$ cat src/rtl/hex_display_pkg.sv
// Shared types and constants for the hex display controller.
//   reg_addr_e  - write-bus register map (VALUE, CTRL, BLINK, reserved)
//   ctrl_t      - the CTRL fields that are actually stored
//   digit_idx_t - scan digit index (up to 8 digits)
//   GlyphTable  - active-high g..a segment patterns for 0-F
package hex_display_pkg;

    typedef enum logic [1:0] {
        AddrValue = 2'd0,
        AddrCtrl  = 2'd1,
        AddrBlink = 2'd2,
        AddrRsvd  = 2'd3
    } reg_addr_e;

    localparam int unsigned CtrlEnableBit = 0;
    localparam int unsigned CtrlBlankBit  = 1;
    localparam int unsigned CtrlDpLsb     = 8;
    localparam int unsigned MaxDigits     = 8;

    typedef logic [2:0] digit_idx_t;

    typedef struct packed {
        logic [7:0] dp;
        logic       blank;
        logic       en;
    } ctrl_t;

    // Index 0 is the rightmost entry.
    localparam logic [15:0][6:0] GlyphTable = {
        7'h71, 7'h79, 7'h5E, 7'h39, 7'h7C, 7'h77, 7'h6F, 7'h7F,
        7'h07, 7'h7D, 7'h6D, 7'h66, 7'h4F, 7'h5B, 7'h06, 7'h3F
    };

    function automatic logic [6:0] glyph(input logic [3:0] nib);
        return GlyphTable[nib];
    endfunction

endpackage

$ cat src/rtl/hex_display_ctrl_if.sv
// Register write bus of the hex display controller.
//   wr_valid/wr_ready - valid/ready handshake
//   wr_addr           - register select
//   wr_data           - write data
interface hex_display_ctrl_if;
    import hex_display_pkg::*;

    logic        wr_valid;
    logic        wr_ready;
    reg_addr_e   wr_addr;
    logic [31:0] wr_data;

    modport master (output wr_valid, output wr_addr, output wr_data, input wr_ready);
    modport slave  (input wr_valid, input wr_addr, input wr_data, output wr_ready);

endinterface

$ cat src/rtl/display_scan_timer.sv
// Scan timing: prescaler plus digit counter.
//   clk, reset - clock, synchronous active-high reset
//   digit_o    - digit currently being scanned
//   tick_o     - last prescaler clock of a digit slot
//   frame_o    - tick on the last digit (frame boundary)
module display_scan_timer
    import hex_display_pkg::*;
#(
    parameter int unsigned NUM_DIGITS = 8,
    parameter int unsigned SCAN_DIV   = 50000
) (
    input  logic       clk,
    input  logic       reset,
    output digit_idx_t digit_o,
    output logic       tick_o,
    output logic       frame_o
);

    localparam int unsigned PreW = $clog2(SCAN_DIV);

    logic [PreW-1:0] pre_q, pre_d;
    digit_idx_t      digit_q, digit_d;

    assign tick_o  = (pre_q == PreW'(SCAN_DIV - 1));
    assign frame_o = tick_o && (digit_q == digit_idx_t'(NUM_DIGITS - 1));
    assign digit_o = digit_q;

    always_comb begin
        pre_d   = tick_o ? '0 : pre_q + 1'b1;
        digit_d = digit_q;
        if (tick_o) begin
            digit_d = frame_o ? '0 : digit_q + 1'b1;
        end
    end

    always_ff @(posedge clk) begin
        if (reset) begin
            pre_q   <= '0;
            digit_q <= '0;
        end else begin
            pre_q   <= pre_d;
            digit_q <= digit_d;
        end
    end

endmodule

$ cat src/rtl/hex_display_ctrl.sv
// Double-buffered, time-multiplexed common-anode seven-segment controller.
// Writes land in shadow registers and are committed to the live set only at
// frame boundaries, so a frame never mixes old and new contents.
//   clk, reset - clock, synchronous active-high reset
//   bus        - register write bus (slave side)
//   seg_n      - segments g..a, active-low
//   dp_n       - decimal point, active-low
//   an_n       - digit anodes, active-low
// Optional build macro: HEX_DISPLAY_BLINK_EN adds the per-digit BLINK mask.
module hex_display_ctrl
    import hex_display_pkg::*;
#(
    parameter int unsigned NUM_DIGITS   = 8,
    parameter int unsigned SCAN_DIV     = 50000,
    parameter int unsigned BLINK_FRAMES = 64
) (
    input  logic                  clk,
    input  logic                  reset,
    hex_display_ctrl_if.slave     bus,
    output logic [6:0]            seg_n,
    output logic                  dp_n,
    output logic [NUM_DIGITS-1:0] an_n
);

    if (NUM_DIGITS < 1 || NUM_DIGITS > MaxDigits || SCAN_DIV < 2 || BLINK_FRAMES < 1)
    begin : g_bad_param
        $error("hex_display_ctrl: parameter out of range");
    end

    localparam logic [31:0] UsedMask = 32'((64'd1 << (4 * NUM_DIGITS)) - 64'd1);

    digit_idx_t digit;
    logic       tick, frame;

    display_scan_timer #(
        .NUM_DIGITS (NUM_DIGITS),
        .SCAN_DIV   (SCAN_DIV)
    ) u_timer (
        .clk     (clk),
        .reset   (reset),
        .digit_o (digit),
        .tick_o  (tick),
        .frame_o (frame)
    );

    logic [31:0] shadow_value_q, shadow_value_d, live_value_q;
    ctrl_t       shadow_ctrl_q, shadow_ctrl_d, live_ctrl_q;
    logic        pending_q, pending_d;
    logic        accept;
    // Index and live state only move on tick edges, so pins refresh the cycle after.
    logic        refresh_q;

`ifdef HEX_DISPLAY_BLINK_EN
    logic [7:0]  shadow_blink_q, shadow_blink_d, live_blink_q;
    logic [31:0] frame_cnt_q, frame_cnt_d;
    logic        phase_q, phase_d;
`endif

    assign bus.wr_ready = !pending_q;
    assign accept       = bus.wr_valid && !pending_q;

    always_comb begin
        shadow_value_d = shadow_value_q;
        shadow_ctrl_d  = shadow_ctrl_q;
`ifdef HEX_DISPLAY_BLINK_EN
        shadow_blink_d = shadow_blink_q;
`endif
        if (accept) begin
            unique case (bus.wr_addr)
                AddrValue: shadow_value_d = bus.wr_data;
                AddrCtrl: begin
                    shadow_ctrl_d.en    = bus.wr_data[CtrlEnableBit];
                    shadow_ctrl_d.blank = bus.wr_data[CtrlBlankBit];
                    shadow_ctrl_d.dp    = bus.wr_data[CtrlDpLsb +: 8];
                end
`ifdef HEX_DISPLAY_BLINK_EN
                AddrBlink: shadow_blink_d = bus.wr_data[7:0];
`else
                AddrBlink: ;
`endif
                default: ;
            endcase
        end
        // A write landing on the boundary commits immediately and never pends.
        if (frame) begin
            pending_d = 1'b0;
        end else if (accept && bus.wr_addr != AddrRsvd) begin
            pending_d = 1'b1;
        end else begin
            pending_d = pending_q;
        end
    end

`ifdef HEX_DISPLAY_BLINK_EN
    always_comb begin
        frame_cnt_d = frame_cnt_q;
        phase_d     = phase_q;
        if (frame) begin
            if (frame_cnt_q == BLINK_FRAMES - 1) begin
                frame_cnt_d = '0;
                phase_d     = !phase_q;
            end else begin
                frame_cnt_d = frame_cnt_q + 1'b1;
            end
        end
    end
`endif

    logic [31:0]           upper;
    logic                  dark;
    logic [6:0]            seg_d;
    logic                  dp_d;
    logic [NUM_DIGITS-1:0] an_d;

    always_comb begin
        // Nibbles from the current digit upward; zero means this digit is a leading zero.
        upper = (live_value_q & UsedMask) >> {digit, 2'b00};
        dark  = live_ctrl_q.blank && (digit != '0) && (upper == '0);
`ifdef HEX_DISPLAY_BLINK_EN
        if (phase_q && live_blink_q[digit]) begin
            dark = 1'b1;
        end
`endif
        seg_d = 7'h7F;
        dp_d  = 1'b1;
        an_d  = '1;
        if (live_ctrl_q.en) begin
            an_d = ~(NUM_DIGITS'(1) << digit);
            if (!dark) begin
                seg_d = ~glyph(upper[3:0]);
                dp_d  = ~live_ctrl_q.dp[digit];
            end
        end
    end

    always_ff @(posedge clk) begin
        if (reset) begin
            shadow_value_q <= '0;
            shadow_ctrl_q  <= '0;
            live_value_q   <= '0;
            live_ctrl_q    <= '0;
            pending_q      <= 1'b0;
            refresh_q      <= 1'b0;
            seg_n          <= 7'h7F;
            dp_n           <= 1'b1;
            an_n           <= '1;
        end else begin
            shadow_value_q <= shadow_value_d;
            shadow_ctrl_q  <= shadow_ctrl_d;
            pending_q      <= pending_d;
            refresh_q      <= tick;
            if (frame) begin
                live_value_q <= shadow_value_d;
                live_ctrl_q  <= shadow_ctrl_d;
            end
            if (refresh_q) begin
                seg_n <= seg_d;
                dp_n  <= dp_d;
                an_n  <= an_d;
            end
        end
    end

`ifdef HEX_DISPLAY_BLINK_EN
    always_ff @(posedge clk) begin
        if (reset) begin
            shadow_blink_q <= '0;
            live_blink_q   <= '0;
            frame_cnt_q    <= '0;
            phase_q        <= 1'b0;
        end else begin
            shadow_blink_q <= shadow_blink_d;
            frame_cnt_q    <= frame_cnt_d;
            phase_q        <= phase_d;
            if (frame) begin
                live_blink_q <= shadow_blink_d;
            end
        end
    end
`endif

endmodule

$ cat src/flat_wrapper.sv
// flat-port wrapper written by rule: the top's interface ports become plain ports
module hex_display_ctrl_flat import hex_display_pkg::*;
#(
    parameter int unsigned NUM_DIGITS   = 8,
    parameter int unsigned SCAN_DIV     = 50000,
    parameter int unsigned BLINK_FRAMES = 64
)
  (clk, reset, seg_n, dp_n, an_n, bus_wr_valid, bus_wr_addr, bus_wr_data, bus_wr_ready);
  hex_display_ctrl_if bus_i ();
  input  logic clk;
  input  logic reset;
  output logic [6:0] seg_n;
  output logic dp_n;
  output logic [NUM_DIGITS-1:0] an_n;
  input wire logic [$bits(bus_i.wr_valid)-1:0] bus_wr_valid;
  input wire logic [$bits(bus_i.wr_addr)-1:0] bus_wr_addr;
  input wire logic [$bits(bus_i.wr_data)-1:0] bus_wr_data;
  output wire logic [$bits(bus_i.wr_ready)-1:0] bus_wr_ready;
  assign bus_i.wr_valid = bus_wr_valid;
  assign bus_i.wr_addr = bus_wr_addr;
  assign bus_i.wr_data = bus_wr_data;
  assign bus_wr_ready = bus_i.wr_ready;
  hex_display_ctrl #(.NUM_DIGITS(NUM_DIGITS), .SCAN_DIV(SCAN_DIV), .BLINK_FRAMES(BLINK_FRAMES)) u_core (.clk(clk), .reset(reset), .bus(bus_i), .seg_n(seg_n), .dp_n(dp_n), .an_n(an_n));
endmodule
$ cat config.mk
export PLATFORM = sky130hd
export DESIGN_NAME = hex_display_ctrl_flat
export DESIGN_NICKNAME = d
export VERILOG_FILES = /design/src/rtl/hex_display_pkg.sv /design/src/rtl/hex_display_ctrl_if.sv /design/src/rtl/display_scan_timer.sv /design/src/rtl/hex_display_ctrl.sv /design/src/flat_wrapper.sv
export SDC_FILE = /design/constraint.sdc
export NUM_CORES = 1
export LEC_CHECK = 0
export CAP_MARGIN = 20
export CORE_ASPECT_RATIO = 0.6
export CORE_UTILIZATION = 25
export DETAILED_ROUTE_END_ITERATION = 7
export DONT_BUFFER_PORTS = 1
export SYNTH_ARGS = -nofsm -noshare
export SYNTH_HDL_FRONTEND = slang
export SYNTH_SLANG_ARGS = --single-unit
$ cat constraint.sdc
create_clock -name clk -period 3.72 [get_ports clk]
set_clock_uncertainty 0.15 [all_clocks]
set_input_delay 0.744 -clock clk [delete_from_list [all_inputs] [get_ports clk]]
set_output_delay 0.744 -clock clk [all_outputs]
set_load 0.01 [all_outputs]
==> key figures <==
Clock network
  – CTS tree: yes
  – Longest Clk Path Bufs: 2
  – CTS Root Cell: clkbuf_16
  – CTS H-tree depth: 4
  – Quantity of hold-fixing buffers added after cts: 0
  – Post-CTS Setup Bufs: 0
  – Clock Latency Late Sink: 0.41 ns
  – Post-CTS sizing: 0
  – CTS buffer count: 17
  – Clk slew on worst S/H paths: 0.05 ns
  – CTS sink cnt: 121

Critical path
  – Largest delay share family, worst path: compound AO/OA/AOI/OAI gates
  – Critical path class: register to register
  – Arrival time at the worst endpoint: 3.43 ns
  – Reg2reg end: u_core.seg_n[0]$_SDFFE_PP1P_
  – Worst R2R Setup Slack: 0.50 ns
  – Crit path launch: u_core.u_timer.digit_o[0]$_SDFFE_PP0P_
  – Crit-path cells: mux4_2, mux2i_1, ha_1, o211ai_1, a2111oi_0, nand4_2, a22oi_4, o32a_2
  – Required @ worst endpoint: 3.93 ns
  – Worst Reg-to-Reg Cells: 8
  – Worst r2r src: u_core.u_timer.digit_o[0]$_SDFFE_PP0P_
  – CP startpoint kind: register
  – Worst path slowest cell: mux4_2
  – Crit end category: register
  – Max stage delay on crit path: 0.56 ns
  – WP buf/inv: 0
  – Crit path max fanout: 8

Drt
  – Post-detailed-route count of antenna-violating nets: 0
  – Detailed Routing Iterations Pass 1: 5
  – Avg WL per Cell: 16.28 um
  – DR vias: 3,850
  – DRC viols: 0
  – DRT Wirelength: 13.28 mm
  – DR iter-0 viols: 253
  – Post-DR vias/cell: 4.718

Timing
  – Worst relative slew slack: 0.5286
  – Setup TNS: 0 ns
  – Final Max Tran Viols: 0
  – Hold Vio Cnt, Final: 0
  – Unrepaired setup endpoints after global routing: no
  – Final setup fails: 0
  – Fin crit period: 3.225 ns
  – Final worst path period share: 0.8668
  – Fmax: 310.1 MHz
  – Worst-Margin Slew: 0.7071 ns

Worst hold path
  – Hold path endpoint: u_core.shadow_value_q[28]$_SDFF_PP0_
  – Hold depth: 1
  – Min-delay src: reset
  – HP Class: input pin to register

Cells and area
  – NumNets Final: 588
  – # diodes: 0
  – Number of fill cells: 2,044
  – Register area: 2422 sq um
  – Synthesis-to-layout area growth: 17.93%
  – Share of layout cells above drive strength 1: 0.1073
  – Area of the multi-input gates: 2462 sq um

GRT
  – Vias in the first global route: 3,432
  – Initial antenna violation count: 0
  – GRT Util Overall: 0.1335
  – Gr ovfl total: 0
  – First-pass GRT wire length: 20.56 mm
  – Largest net degree at the start of global routing: 62

Run
  – Max Cap Viol: 0

Floorplanning
  – Starting Density: 0.2601
  – Die area: 20,800 sq um
  – Die H: 112.1 um
  – Die Width: 185.5 um
  – Core area: 19,420 sq um
  – I/O pins: 54
  – Site Rows: 39

Yosys
  – Syn Nets: 594
  – Post-synthesis cell count: 544
  – Sequential area share after synthesis: 0.4796
  – Syn avg cell area: 9.285 sq um
  – Netlist cell types: 43
  – Synth warnings: 0
  – Post-synth EDFFs: 0
  – Async SR Flop Fraction: 0
  – Synth Cell Area: 5051 sq um
  – Synth Register Bits: 121
  – Most used DFF post-synth: dfxtp_1

Pwr
  – Sw Ratio: 0.1962
  – NetSw: 619.0 uW
  – Leakage: 0.002422 uW
  – Worst vdd ir: 0.0003217 V
  – Tot Pwr: 3154 uW
  – Pwr dens: 529.5 nW/um^2
  – Clock network power share: 0.562
  – Seq pwr share: 0.419
  – Cell Int Power: 2535 uW
  – Gate power share: 0.019

Placed design
  – Placer congestion estimate: 0.8407
  – IO buf count: 0
  – DPL Wire Length: 9.580 mm

Run status
  – Outcome: completed
[routing by layer]
metal | up-vias | track usage | part of all wire
li1 | 1925 | - | -
met3 | 6 | 0.06003 | 0.096
met2 | 131 | 0.1451 | 0.35
met1 | 1788 | 0.2179 | 0.55
met4 | 0 | 0.03306 | 0.0040
met5 | - | 0 | 0
[cell usage after synthesis (3+ instances only)]
cell type / number / area (sq um)
nor2_1: 38 / 142.6
o21ai_0: 4 / 20.02
buf_2: 5 / 25.02
nand3_1: 10 / 50.05
inv_1: 10 / 37.54
xnor2_1: 6 / 52.55
clkbuf_1: 26 / 97.59
nand4_1: 3 / 18.77
or2_2: 4 / 25.02
xor2_1: 8 / 70.07
mux2i_1: 10 / 100.1
a211oi_1: 3 / 22.52
mux4_2: 9 / 202.7
ha_1: 13 / 162.7
o22a_1: 49 / 429.2
nor4_1: 8 / 50.05
nand2_1: 103 / 386.6
nand2b_1: 9 / 56.30
and3_1: 3 / 18.77
a22o_1: 4 / 35.03
a21oi_1: 48 / 240.2
o22ai_1: 9 / 56.30
nor3b_1: 5 / 37.54
dfxtp_1: 121 / 2422
nor3_1: 13 / 65.06
[how the worst max path moves through the flow]
stage	end	cells after the start
after floorplan	u_core.seg_n[0]$_SDFFE_PP1P_	10
after global placement	u_core.seg_n[0]$_SDFFE_PP1P_	8
after detailed placement	u_core.seg_n[0]$_SDFFE_PP1P_	8
after CTS	u_core.seg_n[0]$_SDFFE_PP1P_	8
after global routing	u_core.seg_n[5]$_SDFFE_PP1P_	8
final	u_core.seg_n[0]$_SDFFE_PP1P_	8
[logic make-up (layout without fill, tap and decap cells)]
family,count (synthesis),in the layout,share of synthesized area
compound gates,128,128,0.1798
mux,21,21,0.06961
buf+inv,44,50,0.03542
flops,121,121,0.4796
simple gates,203,203,0.1791
fa+ha+maj,13,13,0.03220
xor+xnor,14,14,0.02428
[area by class of cell]
| cell class | count | area share |
|---|---|---|
| multi-input combinational | 379 | 0.4134 |
| sequential | 121 | 0.4066 |
| tap | 266 | 0.05587 |
| inverter | 11 | 0.006931 |
| timing repair buffer | 8 | 0.01008 |
| clock inverter | 8 | 0.02352 |
| clock buffer | 23 | 0.08360 |
[cells in the final DEF, fill, tap and decap left out, types with 2 or more instances in the layout]
cell type	count
a2111oi_0	2
a211oi_1	3
a21oi_1	48
a22o_1	4
a311oi_1	2
and3_1	3
buf_4	8
bufinv_16	4
clkbuf_16	17
clkbuf_8	5
clkinv_2	4
dfxtp_1	121
ha_1	13
inv_1	10
mux2i_1	10
mux4_2	9
nand2_1	103
nand2b_1	9
nand3_1	10
nand4_1	3
nor2_1	35
nor2_2	2
nor2b_1	2
nor3_1	13
nor3b_1	5
nor4_1	8
o21ai_0	4
o22a_1	49
o22ai_1	9
o31ai_1	2
or2_2	4
or3_1	2
xnor2_1	6
xor2_1	8
[stage by stage]
| stage | instances | area [sq um] | utilization | setup WS [ns] | hold WS (ns) |
|---|---|---|---|---|---|
| 2_1_floorplan | 544 | 5051 | - | 0.6478 | 0.2795 |
| 3_3_place_gp | 785 | 5319 | 0.2739 | 0.6427 | 0.2932 |
| 3_5_place_dp | 785 | 5319 | 0.2739 | 0.4923 | 0.2968 |
| 4_1_cts | 816 | 5957 | 0.3067 | 0.4718 | 0.2452 |
| 5_1_grt | 816 | 5957 | 0.3067 | 0.2575 | 0.2399 |
| 6_report | 816 | 5957 | 0.3067 | 0.4954 | 0.2728 |
[power groups by stage]
stage          clock network [uW]  registers [uW]  logic, uW
6_report                     1770            1320       60.7
2_1_floorplan                   0            1350       55.4
3_5_place_dp                    0            1350       62.4
4_1_cts                      1810            1320       62.5
5_1_grt                      1890            1320       69.7
3_3_place_gp                    0            1350       61.3
[sequential cells by signal, indices dropped and copies added (netlist names)]
register / cells
u_core.live_ctrl_q: 10
u_core.refresh_q: 1
u_core.seg_n: 7
u_core.shadow_ctrl_q: 10
u_core.u_timer.digit_o: 3
u_core.u_timer.pre_q: 16
u_core.dp_n: 1
u_core.an_n: 8
u_core.live_value_q: 32
u_core.shadow_value_q: 32
u_core.pending_q: 1
Power figures use the tool's default switching activity.
==> patch 1: new RTL, same settings <==
Put one more register stage on the output `seg_n`, without a reset. The value now appears one clock later. The other outputs are not delayed to match.
--- a/src/rtl/hex_display_ctrl.sv
+++ b/src/rtl/hex_display_ctrl.sv
@@ -22,4 +22,6 @@
     output logic [NUM_DIGITS-1:0] an_n
 );
+
+    logic [6:0] seg_n_s0;
 
     if (NUM_DIGITS < 1 || NUM_DIGITS > MaxDigits || SCAN_DIV < 2 || BLINK_FRAMES < 1)
@@ -142,5 +144,5 @@
             pending_q      <= 1'b0;
             refresh_q      <= 1'b0;
-            seg_n          <= 7'h7F;
+            seg_n_s0       <= 7'h7F;
             dp_n           <= 1'b1;
             an_n           <= '1;
@@ -155,5 +157,5 @@
             end
             if (refresh_q) begin
-                seg_n <= seg_d;
+                seg_n_s0 <= seg_d;
                 dp_n  <= dp_d;
                 an_n  <= an_d;
@@ -180,4 +182,8 @@
 `endif
 
+    always_ff @(posedge clk) begin
+        seg_n <= seg_n_s0;
+    end
+
 endmodule
 
Check against the original RTL: not equivalent (a bounded check fails within 4 cycles, from zero or initial values and one cycle with reset high).
==> patch 1 against the original RTL <==
  * Area after synthesis increased by 2.2%
  * Sequential cell count increased by 7
  * Wire length increased by 3.1%
  * Setup slack improved by 0.40 ns
  * Hold slack got worse by 0.071 ns
  * Design area increased by 0.65%
  * Power decreased by 0.88%
  * Critical path type unchanged
  * Critical endpoint is now u_core.seg_n_s0[4]
==> patch 1: results <==
{
  "status": "completed",
  "min-delay-start": "u_core.seg_n_s0[4]",
  "synthAdderAreaFrac": 0.03151,
  "drive_gt1_frac": 0.1002,
  "sequentialPower_mw": 1.39,
  "cp_max_fo": 19,
  "synth_compound_area_frac": 0.1706,
  "hold-path-endpoint": "u_core.seg_n[4]",
  "synthTopCellsByArea": "dfxtp_1 50%, nand2_1 7.6%, o22a_1 7.1%, a21oi_1 5.1%, mux4_2 4.4%",
  "pwr-share-comb": 0.019,
  "yosysSeqAreaShare": 0.4964,
  "seq_power_share": 0.446,
  "r2r_cells": 9,
  "dp_cells": 802,
  "critical_path.max_stage_delay_ns": 0.52,
  "multi_input_area_um2": 2404,
  "synth_commonest_cells": "128 x dfxtp_1, 104 x nand2_1, 53 x a21oi_1, 42 x o22a_1, 36 x nor2_1",
  "muxShareOfSynthArea": 0.05793,
  "instances_no_fill": 832,
  "p_leak_nw": 2.316,
  "pre_cts_ws_ns": 0.9059,
  "holdCritPathClass": "register to register",
  "first_global_vias": 3810,
  "grt_usage": 0.1359,
  "arrival_ns": 3.02,
  "grt_max_degree": 68,
  "nets": 598,
  "p_int_mw": 2.487,
  "syn_nets": 607,
  "grt_pass1_wl_mm": 21.90,
  "first_pass_iters": 5,
  "cp_slowest_cell": "dfxtp_1",
  "worst_hold_slack_ns": 0.2017,
  "dp_hpwl_mm": 9.812,
  "hold_depth": 0,
  "syn_inst": 557,
  "path_delay_family": "multiplexers",
  "antenna_found_initial": 0,
  "drt-initial-drc-count": 309,
  "critPathLaunch": "u_core.u_timer.digit_o[1]",
  "ir_worst_vdd_mv": 0.2737,
  "tightest_slew_ns": 0.8185,
  "yosys.area_share.xor_xnor": 0.02375,
  "layout_setup_ws_ns": 0.8982,
  "gp_congestion": 0.9425,
  "crit_path_end": "u_core.seg_n_s0[4]",
  "routedWlPerCell_um": 16.46,
  "synthDistinctLibCells": 43
}
## patch 1: cell count changes in the layout (fill, tap and decap cells not counted), sizes merged, moves of 4 or more
| cell | unedited run | this run |
|---|---|---|
| o22a | 49 | 42 |
| mux2i | 11 | 4 |
| a22o | 4 | 0 |
| a31oi | 0 | 8 |
| dfxtp | 121 | 128 |
| a21oi | 48 | 53 |
## patch 1: layer usage
layer  track usage  up-vias  share of wire
li1              -     1950              -
met1        0.2087     1926           0.52
met2        0.1608      153           0.35
met3       0.06234        9           0.12
met4       0.03577        0         0.0069
met5             0        -              0
## patch 1: final cells by class
type	instances	area share
Clock buffer	20	0.07617
Clock inverter	10	0.02295
Inverter	11	0.006886
Multi-Input combinational cell	383	0.4009
Sequential cell	128	0.4274
Tap cell	273	0.05697
Timing Repair Buffer	7	0.008765
==> patch 2: new RTL, same flow settings <==
Without the edit above. `NUM_DIGITS` is set to 8 in 3 places; all go to 7.
--- a/src/rtl/display_scan_timer.sv
+++ b/src/rtl/display_scan_timer.sv
@@ -7,5 +7,5 @@
     import hex_display_pkg::*;
 #(
-    parameter int unsigned NUM_DIGITS = 8,
+    parameter int unsigned NUM_DIGITS = 7,
     parameter int unsigned SCAN_DIV   = 50000
 ) (
--- a/src/rtl/hex_display_ctrl.sv
+++ b/src/rtl/hex_display_ctrl.sv
@@ -11,5 +11,5 @@
     import hex_display_pkg::*;
 #(
-    parameter int unsigned NUM_DIGITS   = 8,
+    parameter int unsigned NUM_DIGITS   = 7,
     parameter int unsigned SCAN_DIV     = 50000,
     parameter int unsigned BLINK_FRAMES = 64
--- a/src/flat_wrapper.sv
+++ b/src/flat_wrapper.sv
@@ -2,5 +2,5 @@
 module hex_display_ctrl_flat import hex_display_pkg::*;
 #(
-    parameter int unsigned NUM_DIGITS   = 8,
+    parameter int unsigned NUM_DIGITS   = 7,
     parameter int unsigned SCAN_DIV     = 50000,
     parameter int unsigned BLINK_FRAMES = 64
Ports: changed (resized an_n); port bits go from 54 to 53. No check against the original RTL was run, so the function may have changed too.
==> patch 2 against the original RTL <==
  * Global-route usage is 0.52 points lower
  * Setup slack worse by 0.091 ns
  * Wire length is 13% lower
  * Area after synthesis is 7.2% lower
  * Clock power is 45% lower
  * Sequential cell count is 9 lower
  * Design area is 12% lower
  * Non-clock buffer count is 3 higher
  * Power is 29% lower
  * Critical endpoint is now u_core.seg_n[1]
  * Fmax is 2.7% lower
  * Core utilization is 1.9 points lower
==> patch 2: results <==
{
  "synth_commonest_cells": "112 x dfxtp_1, 99 x nand2_1, 54 x a21oi_1, 38 x o22a_1, 33 x nor2_1",
  "dp_cells": 736,
  "cp_max_fo": 14,
  "grt_usage": 0.1282,
  "p_leak_nw": 2.071,
  "nets": 556,
  "grt_pass1_wl_mm": 18.64,
  "r2r_cells": 12,
  "cap_violations": 0,
  "cts.htree.levels": 3,
  "diodes": 0,
  "drive_gt1_frac": 0.09180,
  "met2RoutedLength_mm": 4.076,
  "arrival_ns": 3.46,
  "met3_length_um": 973,
  "met1_length_mm": 6.503,
  "ctsLongestPathBuffers": 2,
  "cts.reportedPaths.clkPinSlew_ns": 0.08,
  "crit_path_end": "u_core.seg_n[1]",
  "io_buffers": 0,
  "vias": 3533,
  "reg2reg_slack_ns": 0.40,
  "antenna_found_initial": 0,
  "synthDistinctLibCells": 56,
  "gp_congestion": 0.8720,
  "min-delay-start": "u_core.shadow_value_q[26]",
  "grt_max_degree": 64,
  "routedWlPerCell_um": 15.43,
  "reg_top3": "u_core.live_value_q x28, u_core.shadow_value_q x28, u_core.u_timer.pre_q x16",
  "synthTopCellsByArea": "dfxtp_1 48%, nand2_1 7.9%, o22a_1 7.1%, a21oi_1 5.8%, ha_1 3.2%",
  "instances_no_fill": 752,
  "numCtsBuffers": 9,
  "synth_edf_count": 0,
  "routed.top_layer": "met4",
  "yosysWarnings": 0,
  "maxSlewHeadroom": 0.5692,
  "clk_latency_ns": 0.36,
  "cts_resized": 0,
  "first_pass_iters": 4,
  "status": "completed",
  "post_cts_buffers": 0,
  "first_global_vias": 3349,
  "avgSynthCellArea_um2": 9.068,
  "timing.rr.end": "u_core.seg_n[1]",
  "ir_worst_vdd_mv": 0.2095,
  "holdCritPathClass": "register to register",
  "drt-initial-drc-count": 197,
  "yosysSeqAreaShare": 0.4782,
  "dp_hpwl_mm": 8.477,
  "root_buffer": "clkbuf_16",
  "async_flop_share": 0,
  "critPathLaunch": "u_core.u_timer.digit_o[0]",
  "syn_nets": 566
}
[patch 2: cell types whose count changed in the layout (fill, tap and decap cells not counted), sizes merged, moves of 4 or more]
cell    change
nor2        -5
o22a       -11
and3        +4
mux4        -6
bufinv      -4
nand2       -4
a21oi       +7
nor4        -5
or2         -4
dfxtp       -9
clkbuf     -14
nor3b       -4
[patch 2: report_power, final]
group	switching [mW]	total (mW)	leakage, nW	internal [mW]
Combinational	0.0351	0.0547	1.02	0.0195
Clock	0.496	0.980	0.150	0.483
Sequential	0.00546	1.22	0.905	1.21
Total	0.537	2.25	2.07	1.72
[patch 2: layout make-up]
cell class / instances / area (um^2)
multi-input combinational: 363 / 2275
tap: 240 / 300.3
fill: 1937 / 12970
inverter: 10 / 37.54
sequential: 112 / 2242
timing repair buffer: 11 / 82.58
clock inverter: 7 / 81.33
clock buffer: 9 / 225.2
[patch 2: cells by family (layout without fill, tap and decap cells)]
| logic type | count (synthesis) | in the layout | synth area share |
|---|---|---|---|
| xor+xnor | 15 | 15 | 0.02802 |
| simple gates | 193 | 193 | 0.1857 |
| fa+ha+maj | 12 | 12 | 0.03202 |
| flops | 112 | 112 | 0.4782 |
| compound gates | 126 | 126 | 0.1892 |
| mux | 17 | 17 | 0.04857 |
| buf+inv | 42 | 37 | 0.03816 |
[patch 2: per-layer routing]
metal,global-route usage,up-vias
li1,-,1796
met1,0.2018,1643
met2,0.1533,90
met3,0.05204,4
met4,0.02724,0
met5,0,-
[patch 2: critical path, cell delays in order, from the launching register on]
cell and delay (ns):
dfxtp_1 0.67, buf_4 0.33, nor2b_1 0.12, a22oi_1 0.23, a21oi_1 0.20, inv_1 0.17
ha_1 0.17, nand2_1 0.05, a21oi_1 0.10, or4b_4 0.50, a22oi_4 0.29, a311oi_1 0.09
a21oi_1 0.17
[patch 2: worst min-delay path by stage]
stage | endpoint | depth (start not counted)
after floorplan | u_core.u_timer.pre_q[0] | 1
after global placement | u_core.u_timer.pre_q[0] | 1
after detailed placement | u_core.u_timer.pre_q[0] | 1
after CTS | u_core.u_timer.pre_q[2] | 1
after global routing | u_core.u_timer.digit_o[1] | 1
final | u_core.shadow_value_q[26] | 2
[patch 2: stage by stage]
step           hold slack (ns)  utilization  instance area (um^2)  setup WS [ns]
6_report                0.3078       0.2880                  5244         0.4044
5_1_grt                 0.2939       0.2880                  5244         0.1146
4_1_cts                 0.2764       0.2880                  5244         0.4180
3_5_place_dp            0.2965       0.2711                  4937         0.4427
3_3_place_gp            0.2844       0.2711                  4937         0.5123
2_1_floorplan           0.2632            -                  4688         0.6692
